File: config.mk
export PLATFORM = sky130hd
export DESIGN_NAME = srt_div_ctrl
export DESIGN_NICKNAME = d
export VERILOG_FILES = /design/src/rtl/srt_div_ctrl.sv
export SDC_FILE = /design/constraint.sdc
export NUM_CORES = 1
export LEC_CHECK = 0
export CAP_MARGIN = 20
export CORE_MARGIN = 3
export CORE_UTILIZATION = 40
export DETAILED_ROUTE_END_ITERATION = 10
export PLACE_DENSITY = 0.89
export SLEW_MARGIN = 30
export SYNTH_ARGS = -nofsm -noshare
export SYNTH_HDL_FRONTEND = slang
export SYNTH_SLANG_ARGS = --single-unit
File: constraint.sdc
create_clock -name clk -period 2.4 [get_ports clk]
set_input_delay 0.72 -clock clk [delete_from_list [all_inputs] [get_ports clk]]
set_output_delay 0.72 -clock clk [all_outputs]
set_load 0.03 [all_outputs]
File: src/rtl/srt_div_ctrl.sv
// Sequencer for an iterative radix-4 SRT single-precision divider: request/result handshakes and datapath load/step pulses.
// Compile-time option SRT_DIV_CTRL_SPECIAL_EN resolves IEEE special operands in the controller without touching the datapath.
module srt_div_ctrl #(
   parameter int unsigned ITERS = 14
) (
   input  logic        clk,
   input  logic        rst,
   input  logic        in_valid,
   output logic        in_ready,
   input  logic [31:0] dividend,
   input  logic [31:0] divisor,
   output logic        out_valid,
   input  logic        out_ready,
   output logic [31:0] quotient,
   output logic [1:0]  exc,
   output logic        dp_load,
   output logic        dp_step,
   output logic [31:0] dp_dividend,
   output logic [31:0] dp_divisor,
   input  logic [31:0] dp_result
);

   typedef enum logic [1:0] {IDLE, LOAD, ITER, DONE} state_e;

   localparam logic [4:0] ITERS_M1 = 5'(ITERS - 1);

   state_e      state_q, state_d;
   logic [4:0]  cnt_q, cnt_d;
   logic [31:0] opa_q, opa_d;
   logic [31:0] opb_q, opb_d;
   logic [31:0] quo_q, quo_d;
   logic        accept;
   logic        iter_last;

   assign accept    = in_valid && (state_q == IDLE);
   assign iter_last = (state_q == ITER) && (cnt_q == 5'd0);

`ifdef SRT_DIV_CTRL_SPECIAL_EN
   logic [1:0]  exc_q, exc_d;
   logic        spec_hit;
   logic [31:0] spec_quo;
   logic [1:0]  spec_exc;
   logic        a_nan, a_inf, a_zero, b_nan, b_inf, b_zero, sgn;

   // Denormals fall through as nonzero finite: only exp==0 with mantissa==0 is zero.
   always_comb begin
      a_nan  = (&dividend[30:23]) && (|dividend[22:0]);
      a_inf  = (&dividend[30:23]) && !(|dividend[22:0]);
      a_zero = !(|dividend[30:0]);
      b_nan  = (&divisor[30:23]) && (|divisor[22:0]);
      b_inf  = (&divisor[30:23]) && !(|divisor[22:0]);
      b_zero = !(|divisor[30:0]);
      sgn    = dividend[31] ^ divisor[31];
      spec_hit = 1'b1;
      spec_quo = '0;
      spec_exc = 2'b00;
      if (a_nan || b_nan || (a_zero && b_zero) || (a_inf && b_inf)) begin
         spec_quo = 32'h7FC0_0000;
         spec_exc = 2'b10;
      end else if (b_zero) begin
         spec_quo = {sgn, 8'hFF, 23'h0};
         spec_exc = 2'b01;
      end else if (a_inf) begin
         spec_quo = {sgn, 8'hFF, 23'h0};
      end else if (a_zero || b_inf) begin
         spec_quo = {sgn, 31'h0};
      end else begin
         spec_hit = 1'b0;
      end
   end
`endif

   always_ff @(posedge clk or negedge rst) begin
      if (!rst) begin
         state_q <= IDLE;
         cnt_q   <= '0;
         opa_q   <= '0;
         opb_q   <= '0;
         quo_q   <= '0;
`ifdef SRT_DIV_CTRL_SPECIAL_EN
         exc_q   <= '0;
`endif
      end else begin
         state_q <= state_d;
         cnt_q   <= cnt_d;
         opa_q   <= opa_d;
         opb_q   <= opb_d;
         quo_q   <= quo_d;
`ifdef SRT_DIV_CTRL_SPECIAL_EN
         exc_q   <= exc_d;
`endif
      end
   end

   always_comb begin
      state_d = state_q;
      cnt_d   = cnt_q;
      case (state_q)
         IDLE: begin
            if (accept) begin
`ifdef SRT_DIV_CTRL_SPECIAL_EN
               state_d = spec_hit ? DONE : LOAD;
`else
               state_d = LOAD;
`endif
            end
         end
         LOAD: begin
            state_d = ITER;
            cnt_d   = ITERS_M1;
         end
         ITER: begin
            if (cnt_q == 5'd0) state_d = DONE;
            else               cnt_d   = cnt_q - 5'd1;
         end
         DONE: begin
            if (out_ready) state_d = IDLE;
         end
         default: state_d = IDLE;
      endcase
   end

   always_comb begin
      opa_d = opa_q;
      opb_d = opb_q;
      quo_d = quo_q;
      if (accept) begin
         opa_d = dividend;
         opb_d = divisor;
      end
      if (iter_last) quo_d = dp_result;
`ifdef SRT_DIV_CTRL_SPECIAL_EN
      exc_d = exc_q;
      if (iter_last) exc_d = 2'b00;
      if (accept && spec_hit) begin
         quo_d = spec_quo;
         exc_d = spec_exc;
      end
`endif
   end

   always_comb begin
      in_ready    = (state_q == IDLE);
      out_valid   = (state_q == DONE);
      dp_load     = (state_q == LOAD);
      dp_step     = (state_q == ITER);
      dp_dividend = opa_q;
      dp_divisor  = opb_q;
      quotient    = quo_q;
`ifdef SRT_DIV_CTRL_SPECIAL_EN
      exc         = exc_q;
`else
      exc         = 2'b00;
`endif
   end

endmodule

# After elaboration in Yosys (flattened, before gate mapping)
# Index checks and enable logic that the tools add are counted.
[totals]
n_memories = 0
rom_bits = 0
output_inout_bits = 102
latch_bits = 0
input_bits = 100
elab_cells = 26
ff_bits = 103
mem_bits_rw = 0
[classes]
n_bitwise = 0
n_div = 0
add_sub_neg = 1
n_lt_le_gt_ge = 0
reduce_logical = 7
mul = 0
shift = 0
eq_ne = 7
n_mux = 6
[ops]
columns = ["op", "count"]
rows = [
  ["case mux 5 bit (2 select lines)", 1],
  ["case mux 2 bit (4 select lines)", 1],
  ["2-to-1 mux 2 bit", 3],
  ["!= test 2 x 1 -> 1 bit, second input constant", 3],
  ["zero test 5 bit", 1],
  ["2-to-1 mux 5 bit", 1],
  ["subtractor 5 x 1 -> 5 bit, second input constant", 1],
  ["equality test 2 bit, second input constant", 2],
  ["AND reduction 3 bit", 1],
  ["equality test 2 x 1 -> 1 bit, second input constant", 1],
  ["logical AND 1 bit", 2],
  ["zero test 2 bit", 1],
  ["!= test 2 bit, second input constant", 1],
  ["AND reduction 2 bit", 1],
  ["nonzero test 2 bit", 1],
]

# Longest topological paths before layout
[depth]
word_depth = 4
mapped_depth = 7
ltp_nobuf = 5

# Worst setup path before layout
# No wires, ideal clock.
[synth_path]
path_type = "reg2reg"
start = "register state_q[0]"
end = "register quo_q[10] (netlist: quotient[10])"
slack_ns = 0.276
synth_period_minus_slack_ns = 2.124
required_ns = 2.275
n_path_buf = 2
path_stages_with_launch = 8
setup_ns = 0.125
t_arrival_ns = 1.999
path_cell_list = "dfrtp_1 -> inv_1 -> ha_1 -> nand3b_1 -> or3_1 -> buf_6 -> buf_6 -> mux2_4"
[synth_between]
elab_chain_cells = 2
[synth_lines]
columns = ["element", "line", "rtl"]
rows = [
  ["from (decl)", "27", "state_e state_q, state_d;"],
  ["from (signal assigned)", "84", "state_q <= state_d;"],
  ["equality test 2 bit", "--", ""],
  ["net dp_step", "17", "output logic dp_step,"],
  ["logical AND 1 bit", "36", "assign iter_last = (state_q == ITER) && (cnt_q == 5'd0);"],
  ["to (signal assigned)", "88", "quo_q <= quo_d;"],
  ["to (decl)", "31", "logic [31:0] quo_q, quo_d;"],
]
# The timed path passes the listed nets, and every way through them passes these cells.
# A chain may end at the register's enable or synchronous reset.

# Final worst setup path
[layout_path]
start = "register state_q[0]"
end = "output port in_ready"
[layout_between]
elab_chain_cells = 1
[layout_lines]
columns = ["element", "line", "rtl"]
rows = [
  ["zero test 2 bit", "143", "in_ready = (state_q == IDLE);"],
  ["to (decl)", "9", "output logic in_ready,"],
]
# Every way passes these cells.

==> results.md <==
- Main combinational cell family by area after synthesis: multiplexers
- Crit path max fanout: 4
- Max-Cap Viols: 0
- Antenna-violating nets left: 0
- Die area: 11,380 um^2
- Worst-path cell chain: inv_1 -> ha_1 -> clkdlybuf4s15_1
- Worst path max stage delay: 430 ps
- DIE HEIGHT: 106.7 um
- Met2 WL: 5.728 mm
- Setup crit end kind: output pin
- Synth Register Bits: 103
- Required time worst endpoint: 1680 ps
- CTS sink count: 103
- RSZ-0062 raised after global routing: no
- WP buf/inv: 2
- Cell count after synthesis: 249
- Worst setup path class: flip-flop to output pin
- Placement Setup Slack: 196.9 ps
- Clock Pin Slew Worst Setup and Hold Paths: 90 ps
- Synth Area in Simple Gates: 2.160%
- H-tree levels: 3
- Maximum vdd drop: 0.7189 mV
- Commonest non-fill, non-tap cells in the layout: clkdlybuf4s50_1 (194), dfrtp_1 (103), mux2_2 (86), mux2_4 (10), clkbuf_8 (9)
- FF+latch area: 2577 um^2
- Area post-placement: 6211 um^2
- Compound-cell area share of the yosys netlist: 1.111%
- Final Wtd Congestion: 0.7239
- Max-slew violation count: 0
- CTS Buf Count: 9
- WL met3: 614 um
- Crit path time final: 2265 ps
- Layout net count: 561
- GRT Residual Overflow: 0
- Clk buf depth: 2
- CP max-delay cell: dfrtp_1
- Final setup fails: 0
- # DRC: 0
- Min setup slack post-route: 134.8 ps
- Via Count: 2,750
- Metal1 wirelength: 3.609 mm
- Crit path arrival time: 1550 ps
- Core region area: 9819 um^2
- Xor/xnor share of the synthesized area: 0%
- Via density: 4.653
- Die Span X: 106.7 um
- Vias in the first global route: 3,105
- Final WL: 10.10 mm
- Drt first pass iters: 6
- Worst R2R Setup Slack: 270 ps
- Clock Root Buffer: clkbuf_8
- Final HPWL DP: 7.912 mm
- Fmax: 441.5 MHz
- Synthesized area per cell: 16.28 um^2
- Status: completed
- Clk_skew: 6.346 ps
- WL/cell: 17.08 um
- Uppermost layer routed: met4
- CP startpoint kind: flip-flop
- Yosys cell types: 26
- Cts hold-fix bufs: 0
- Starting DRT DRC Count: 93
- First-pass GRT wire length: 15.70 mm
- Design area: 6354 um^2
- Power Total: 8817 uW
- Fraction of layout instances using a drive strength above 1: 25.33%
- Critical path's top delay family: buffers and inverters
- P&R area growth vs syn: 56.73%
- Fin. Hold Viols: 0
- Total track usage: 17.64%
- Worst R2R Start: state_q[0]$_DFFE_PN0P_
- Commonest non-fill, non-tap cell in the layout: clkdlybuf4s50_1
- Largest net degree at the start of global routing: 56
- Hold Crit Class: input pin to async pin
- PortBufs: 199
- Power Density: 1388 nW/um^2
- Post-synthesis mux area share: 28.61%
- Core Rows: 36
- Skew-Pair Late Insertion Delay: 340 ps
- Adder-cell share of the synthesized area: 1.852%
- Launch point of the worst path: state_q[0]$_DFFE_PN0P_
- Final period utilization: 94.38%
- Multi-input combinational cell area: 1378 um^2
- Initial antenna violation count: 0
- Fillers: 801
- Synth warn: 0
- Antenna Cells: 0
- Mapped cell area: 4054 um^2
- Leakage power: 0.002741 uW
- Sequential-to-total area share from yosys stat: 63.58%
- Initial Util: 41.28%
- Post-Route Setup TNS: 0 ps
- TritonCTS clock tree: built
- Boundary pin count: 202
## kinds of logic (layout without fill, tap and decap cells)
logic type | count (synthesis) | in the layout
flip-flops | 103 | 103
multiplexers | 100 | 100
adder cells (fa/ha/maj) | 6 | 6
AND/OR/NAND/NOR | 16 | 16
other | 1 | 2
AO/OA/AOI/OAI | 5 | 5
buffers and inverters | 18 | 226
## per-layer routing
layer | vias up | global-route usage [%]
li1 | 1268 | -
met1 | 1376 | 19.09
met2 | 95 | 33.50
met3 | 11 | 3.913
met4 | 0 | 6.301
met5 | - | 0
## synthesized netlist by cell type
master	n	area (um^2)
or2b_1	1	7.510
dfrtp_1	103	2577
or3_1	1	6.260
mux2_1	1	11.26
mux2_2	86	968.4
buf_4	2	15.01
mux2_4	10	150.1
or4b_4	1	13.76
nor2_1	5	18.77
buf_6	4	45.04
a22oi_1	1	7.510
nor2b_1	1	6.260
o221ai_1	1	8.760
nor3_1	1	5.000
nand3b_1	1	7.510
a2bb2oi_1	1	8.760
ha_1	6	75.07
nand2_1	3	11.26
mux2i_1	3	30.03
a222oi_1	1	10.01
nand3_1	1	5.000
inv_1	6	22.52
nand2b_1	1	6.260
conb_1	1	3.750
clkbuf_1	6	22.52
o211a_1	1	10.01
## metrics by stage
step / hold WS [ps] / utilization [%] / instances
floorplan: 424.4 / - / 250
global placement: 485.6 / 63.25 / 577
detailed placement: 491.3 / 63.25 / 577
CTS: 303.2 / 64.69 / 591
global route: 301.6 / 64.70 / 591
finish: 304.9 / 64.70 / 591
## path summary, 6_finish.rpt
kind                                                to  cells past startpoint
max                                           in_ready                      3
min                           quotient[27]$_DFFE_PN0P_                      1
max reg2reg                    quotient[3]$_DFFE_PN0P_                      7
min reg2reg                dp_dividend[30]$_DFFE_PN0P_                      1
max in group asynchronous         cnt_q[1]$_DFFE_PN0P_                      2
min in group clk           dp_dividend[30]$_DFFE_PN0P_                      1
## flip-flops by register name (all words and copies together), names as in the netlist
name,cells
quotient,32
dp_divisor,32
dp_dividend,32
cnt_q,5
state_q,2
## power by group
group / internal (uW) / switching, uW / leakage (uW) / total [uW]
clock network: 369 / 533 / 0.0000696 / 902
registers: 2560 / 451 / 0.00121 / 3010
logic: 2330 / 2570 / 0.00146 / 4910
total: 5260 / 3560 / 0.00274 / 8820
## layout make-up
| type | instances | share of cell area [%] |
|---|---|---|
| clock inverter | 1 | 0.1182 |
| timing repair buffer | 206 | 32.47 |
| inverter | 6 | 0.3545 |
| clock buffer | 13 | 2.186 |
| sequential | 103 | 40.57 |
| tap | 133 | 2.619 |
| multi-input combinational | 129 | 21.68 |
## timing repair
item                                    in CTS  in global routing
endpoints found under the setup margin       4                  1
buffers inserted                             0                  0
gates resized for setup                      4                  1
hold endpoints to repair                     0                  0
Note: power is estimated with default switching activity, not from simulation.
